--- config.mk ---
export PLATFORM = sky130hd
export DESIGN_NAME = seq_mul_unit
export DESIGN_NICKNAME = d
export VERILOG_FILES = /design/src/rtl/seq_mul_unit.sv
export SDC_FILE = /design/constraint.sdc
export NUM_CORES = 1
export LEC_CHECK = 0
export BUFFER_PORTS_ARGS = -buffer_cell sky130_fd_sc_hd__buf_2
export CORE_MARGIN = 3
export CORE_UTILIZATION = 45
export CTS_BUF_LIST = sky130_fd_sc_hd__clkbuf_16
export CTS_CLUSTER_DIAMETER = 50
export CTS_CLUSTER_SIZE = 28
export DETAILED_ROUTE_END_ITERATION = 8
export PLACE_DENSITY = 0.74
export SETUP_SLACK_MARGIN = 0.2
export SYNTH_ARGS = -nofsm -noshare
export SYNTH_HDL_FRONTEND = slang
export SYNTH_SLANG_ARGS = --single-unit
--- constraint.sdc ---
create_clock -name clk -period 3.7 [get_ports clk]
set_clock_uncertainty 0.2 [all_clocks]
set_input_delay 0.37 -clock clk [delete_from_list [all_inputs] [get_ports clk]]
set_output_delay 0.37 -clock clk [all_outputs]
set_load 0.05 [all_outputs]
--- src/rtl/seq_mul_unit.sv ---
// rtl/seq_mul_unit.sv - iterative shift-and-add multiplier sharing one WIDTH-bit adder
//
// Purpose: produces the 2*WIDTH-bit product of two WIDTH-bit operands, one
// partial-product add per clock, through a single WIDTH-bit adder instance.
// Optional feature macro: SIGNED_MUL_EN (two's-complement operands; adds FIX state).
//
// Ports (seq_mul_unit):
//   clk      in   1        rising-edge clock
//   rst      in   1        synchronous active-high reset
//   start    in   1        request, accepted only in IDLE or DONE
//   mcand    in   WIDTH    multiplicand, latched on accept
//   mplier   in   WIDTH    multiplier, latched on accept
//   busy     out  1        multiply in progress
//   done     out  1        one-cycle pulse, product valid
//   product  out  2*WIDTH  result, held until the next completed multiply
//
// Ports (adder):
//   a, b     in   WIDTH    addends
//   sum      out  WIDTH    a + b modulo 2^WIDTH
//   carry    out  1        carry out of the MSB

module adder #(
  parameter int WIDTH = 32
) (
  input  logic [WIDTH-1:0] a,
  input  logic [WIDTH-1:0] b,
  output logic [WIDTH-1:0] sum,
  output logic             carry
);

  assign {carry, sum} = {1'b0, a} + {1'b0, b};

endmodule

module seq_mul_unit #(
  parameter int WIDTH = 32
) (
  input  logic                 clk,
  input  logic                 rst,
  input  logic                 start,
  input  logic [WIDTH-1:0]     mcand,
  input  logic [WIDTH-1:0]     mplier,
  output logic                 busy,
  output logic                 done,
  output logic [2*WIDTH-1:0]   product
);

  localparam int            CW       = (WIDTH > 1) ? $clog2(WIDTH) : 1;
  localparam logic [CW-1:0] LAST_CNT = CW'(WIDTH - 1);

`ifdef SIGNED_MUL_EN
  typedef enum logic [1:0] {IDLE, RUN, DONE, FIX} state_t;
`else
  typedef enum logic [1:0] {IDLE, RUN, DONE} state_t;
`endif

  state_t               state;
  state_t               state_nxt;
  logic [WIDTH-1:0]     mc;
  logic [2*WIDTH-1:0]   acc;
  logic [2*WIDTH-1:0]   acc_step;
  logic [CW-1:0]        cnt;
  logic                 accept;
  logic                 last_iter;
  logic [WIDTH-1:0]     add_b;
  logic [WIDTH-1:0]     add_sum;
  logic                 add_carry;
  logic [WIDTH-1:0]     mc_in;
  logic [WIDTH-1:0]     mp_in;

`ifdef SIGNED_MUL_EN
  logic neg;

  // Work on magnitudes; -2^(WIDTH-1) maps to 2^(WIDTH-1), which still fits unsigned.
  assign mc_in = mcand[WIDTH-1]  ? (~mcand  + WIDTH'(1)) : mcand;
  assign mp_in = mplier[WIDTH-1] ? (~mplier + WIDTH'(1)) : mplier;
`else
  assign mc_in = mcand;
  assign mp_in = mplier;
`endif

  // Upper half of acc accumulates partial products; lower half holds the
  // not-yet-consumed multiplier bits, whose LSB selects this step's addend.
  assign add_b = acc[0] ? mc : '0;

  adder #(.WIDTH(WIDTH)) u_adder (
    .a     (acc[2*WIDTH-1:WIDTH]),
    .b     (add_b),
    .sum   (add_sum),
    .carry (add_carry)
  );

  // Shift right by one, keeping the adder carry as the new MSB.
  assign acc_step = {add_carry, add_sum, acc[WIDTH-1:1]};

  always_ff @(posedge clk) begin
    if (rst) begin
      state <= IDLE;
    end else begin
      state <= state_nxt;
    end
  end

  always_comb begin
    state_nxt = state;
    busy      = 1'b0;
    done      = 1'b0;
    accept    = 1'b0;
    last_iter = (cnt == LAST_CNT);
    case (state)
      IDLE, DONE: begin
        done = (state == DONE);
        if (start) begin
          accept    = 1'b1;
          state_nxt = RUN;
        end else begin
          state_nxt = IDLE;
        end
      end
      RUN: begin
        busy = 1'b1;
        if (last_iter) begin
`ifdef SIGNED_MUL_EN
          state_nxt = FIX;
`else
          state_nxt = DONE;
`endif
        end
      end
`ifdef SIGNED_MUL_EN
      FIX: begin
        busy      = 1'b1;
        state_nxt = DONE;
      end
`endif
      default: state_nxt = IDLE;
    endcase
  end

  always_ff @(posedge clk) begin
    if (rst) begin
      mc      <= '0;
      acc     <= '0;
      cnt     <= '0;
      product <= '0;
`ifdef SIGNED_MUL_EN
      neg     <= 1'b0;
`endif
    end else if (accept) begin
      mc  <= mc_in;
      acc <= {{WIDTH{1'b0}}, mp_in};
      cnt <= '0;
`ifdef SIGNED_MUL_EN
      neg <= mcand[WIDTH-1] ^ mplier[WIDTH-1];
`endif
    end else if (state == RUN) begin
      acc <= acc_step;
      cnt <= cnt + CW'(1);
`ifndef SIGNED_MUL_EN
      // product is only written on the way into DONE, so it holds during RUN.
      if (last_iter) begin
        product <= acc_step;
      end
`endif
    end
`ifdef SIGNED_MUL_EN
    else if (state == FIX) begin
      product <= neg ? (~acc + (2*WIDTH)'(1)) : acc;
    end
`endif
  end

endmodule

==> results by group <==
Routing
  – First DRT Iteration DRCs: 569
  – DRC viols: 0
  – Final ANT Viol Nets: 0
  – Wire per inst: 15.1 um
  – Routed wire length: 20.5 mm
  – Vias per cell: 5.38
  – Total number of vias: about 7.3k
  – DRT Pass-1 Iters: 5

Timing
  – Max frequency: 318 MHz
  – Final Hold Viols: 0
  – Final period util: 0.851
  – Slew HR: 0.463
  – RSZ-0062 raised after global routing: false
  – Slew of the pin with the lowest slew margin: around 0.8 ns
  – Setup ws final: 0.552 ns
  – Fin crit period: 3.15 ns
  – Final Setup Violations: 0
  – Max-slew violations: 0
  – Setup TNS: 0 ns

Job
  – MaxCap Viol Count: 0

GRT
  – Largest net degree at the start of global routing: 69
  – Vias in the first global route: 6,598
  – Initial antenna violation count: 0
  – First-pass GRT wire length: 33.1 mm
  – Global route overflow: 0
  – GRT Total Usage: 0.218

Die
  – Die ar.: 18,800 um^2
  – Ports: 133
  – Initial core utilization: 0.464
  – Die W: about 140 um
  – Placeable Area: 16,700 um^2
  – Cell Rows: 47
  – Die H: 137 um

Place
  – Post-Place Worst Slack: roughly 0.26 ns
  – Placed Cells: 1,293
  – Placed Area: 8530 um^2
  – IO buf count: ~130
  – Routability cong.: 0.894
  – DPL Wire Length: 13.8 mm

Power and ir drop
  – VDD IR-drop max: 0.325 mV
  – Leakage: between 3 and 4 nW
  – Power per cell area: between 400 and 500 nW/um^2

Layout
  – # fillers: ~1.5k
  – Share of cells above drive strength 1: 0.174
  – N_diodes: 0
  – Utilization after layout: 0.565
  – Design Area, Final: between 9000 and 10,000 um^2
  – Area growth, synth to finish: 21.8%
  – # nets final: approximately 1.2k
  – Final std cells w/o fill: between 1k and 1.5k

Clock tree
  – Postcts setup bufs: 0
  – Clock-pin slew on the worst setup and hold paths: 0.08 ns
  – H-tree depth: 4
  – CTS tree: done
  – Clock latency at the later pin of the worst-skew pair: 0.43 ns
  – CTS root buffer: clkbuf_16
  – TritonCTS Buffers: 17
  – Clock Sinks: about 170
  – Clk buf depth: 2

Synthesis
  – Post-synth cell types: 52
  – Primary FF master, synth: dfxtp_1
  – Mapped Nets: 1,098
  – Post-Synthesis Cells: 996
  – Ys async rst share: 0
  – Post-synthesis cell area: approximately 7700 um^2
  – Post-synth EDFFs: 0
  – YS warnings: 0
  – Yosys reg bits: 167
  – Seq/Total Area, Yosys: 0.431
  – Synth Area per Inst: approximately 7.8 um^2

Critical path
  – Bufs and invs on worst path: 0
  – Crit path launch type: register
  – Largest delay share family, worst path: compound AO/OA/AOI/OAI gates
  – WP data required: 3.83 ns
  – Worst-path fanout max: 27
  – Crit path cell chain: and2_1 > ha_1 > fa_1 > a21oi_1 > o211ai_1 > a211oi_2 > o21a_1 > o21ai_1 > a221oi_2 > or4_1 > nand3_1
  – Max incr delay on CP: 0.45 ns
  – Crit Path Class: register to register
  – Critical-path top delay cell: dfxtp_2
  – CP Capture Type: register
  – Arrival @ worst endpoint: 3.28 ns

Min path
  – Min-delay worst type: primary input to register

Outcome
  – Status: finished clean
metrics by stage:
step | hold WS [ns] | power (mW)
final | 0.0377 | 4.01
after floorplan | 0.232 | 2.17
after CTS | 0.0173 | 4.05
after global placement | 0.238 | 2.28
after global routing | 0.0313 | 4.17
after detailed placement | 0.243 | 2.28
registers in the layout, indices dropped and copies added (netlist names):
name,flops
acc,64
cnt,5
mc,32
product,64
state,2
synthesized netlist by cell type, types with 12 or more instances:
master | instances | area, um^2
o22ai_1 | 33 | 206
nand3_1 | 32 | 160
a21oi_1 | 130 | 651
a21o_1 | 12 | 90.1
nor2_1 | 64 | 240
and2_1 | 34 | 213
buf_1 | 17 | 63.8
inv_1 | 13 | 48.8
ha_1 | 34 | 425
dfxtp_1 | 167 | 3340
nor3_1 | 40 | 200
nand2_1 | 230 | 863
o21ai_0 | 29 | 145
xnor2_1 | 19 | 166
clkbuf_1 | 50 | 188
routing by layer:
| metal | track usage | up-vias | share of wire |
|---|---|---|---|
| met3 | 0.0394 | 24 | 0.049 |
| met2 | 0.344 | 190 | 0.48 |
| li1 | - | 3700 | - |
| met4 | 0.0715 | 0 | 0.018 |
| met1 | 0.302 | 3386 | 0.46 |
| met5 | 0 | - | 0 |
layout make-up:
| cell class | instances | area [um^2] | area share |
|---|---|---|---|
| Timing Repair Buffer | 177 | 1080 | 0.115 |
| Clock buffer | 17 | 425 | 0.0451 |
| Sequential cell | 167 | 3340 | 0.354 |
| Inverter | 14 | 52.6 | 0.00557 |
| Tap cell | 220 | 275 | 0.0292 |
| Clock inverter | 15 | 151 | 0.0160 |
| Multi-Input combinational cell | 747 | 4110 | 0.435 |
placed cells by master, fill, tap and decap left out, types with 6 or more instances in the layout:
cell and count:
o21bai_1 6, nand2_1 229, buf_4 14, o211ai_1 6, a21oi_1 130, inv_1 13, o21ai_0 29, xor2_1 7
ha_1 34, nand3_1 32, buf_2 131, clkbuf_16 17, o22ai_1 33, nor3_1 40, inv_8 6, dlygate4sd3_1 32
o21ai_1 6, and2_1 33, nor2_1 64, xnor2_1 19, nand4_1 8, a211oi_1 8, dfxtp_1 166, a21o_1 12
worst paths after layout:
path | depth (start not counted) | endpoint | from | slack, ns
worst max-delay path | 11 | acc[55] | acc[0] | 0.55
worst min-delay path | 3 | acc[21] | mplier[21] | 0.04
worst max register to register | 11 | acc[55] | acc[0] | 0.55
worst min register to register | 2 | product[19] | product[19] | 0.25
worst reg2reg max path, cell delays in order, from the launching register on:
cell      delay (ns)
dfxtp_2         0.45
and2_1          0.20
ha_1            0.20
fa_1            0.42
a21oi_1         0.22
o211ai_1        0.17
a211oi_2        0.30
o21a_1          0.22
o21ai_1         0.12
a221oi_2        0.32
or4_1           0.16
nand3_1         0.06
where the power goes:
group	internal (mW)	total, mW	leakage (nW)	switching, mW
clock	0.903	1.74	0.280	0.840
combinational	0.142	0.356	2.32	0.215
sequential	1.86	1.91	1.36	0.0514
total	2.91	4.01	3.96	1.11
cells by family (layout without fill, tap and decap cells):
group / after synthesis / in the layout / synth area share
adder cells (fa/ha/maj): 35 / 35 / 0.0575
flip-flops: 167 / 167 / 0.431
XOR/XNOR: 26 / 26 / 0.0294
AND/OR/NAND/NOR: 424 / 424 / 0.238
buffers and inverters: 82 / 223 / 0.0407
AO/OA/AOI/OAI: 262 / 262 / 0.203
repair_timing:
action                     in CTS  in global routing
setup endpoints to repair       0                 35
resized for setup               0                  2
hold buffers                   32                  0
hold endpoints to repair       32                  0
Power figures use the tool's default switching activity.
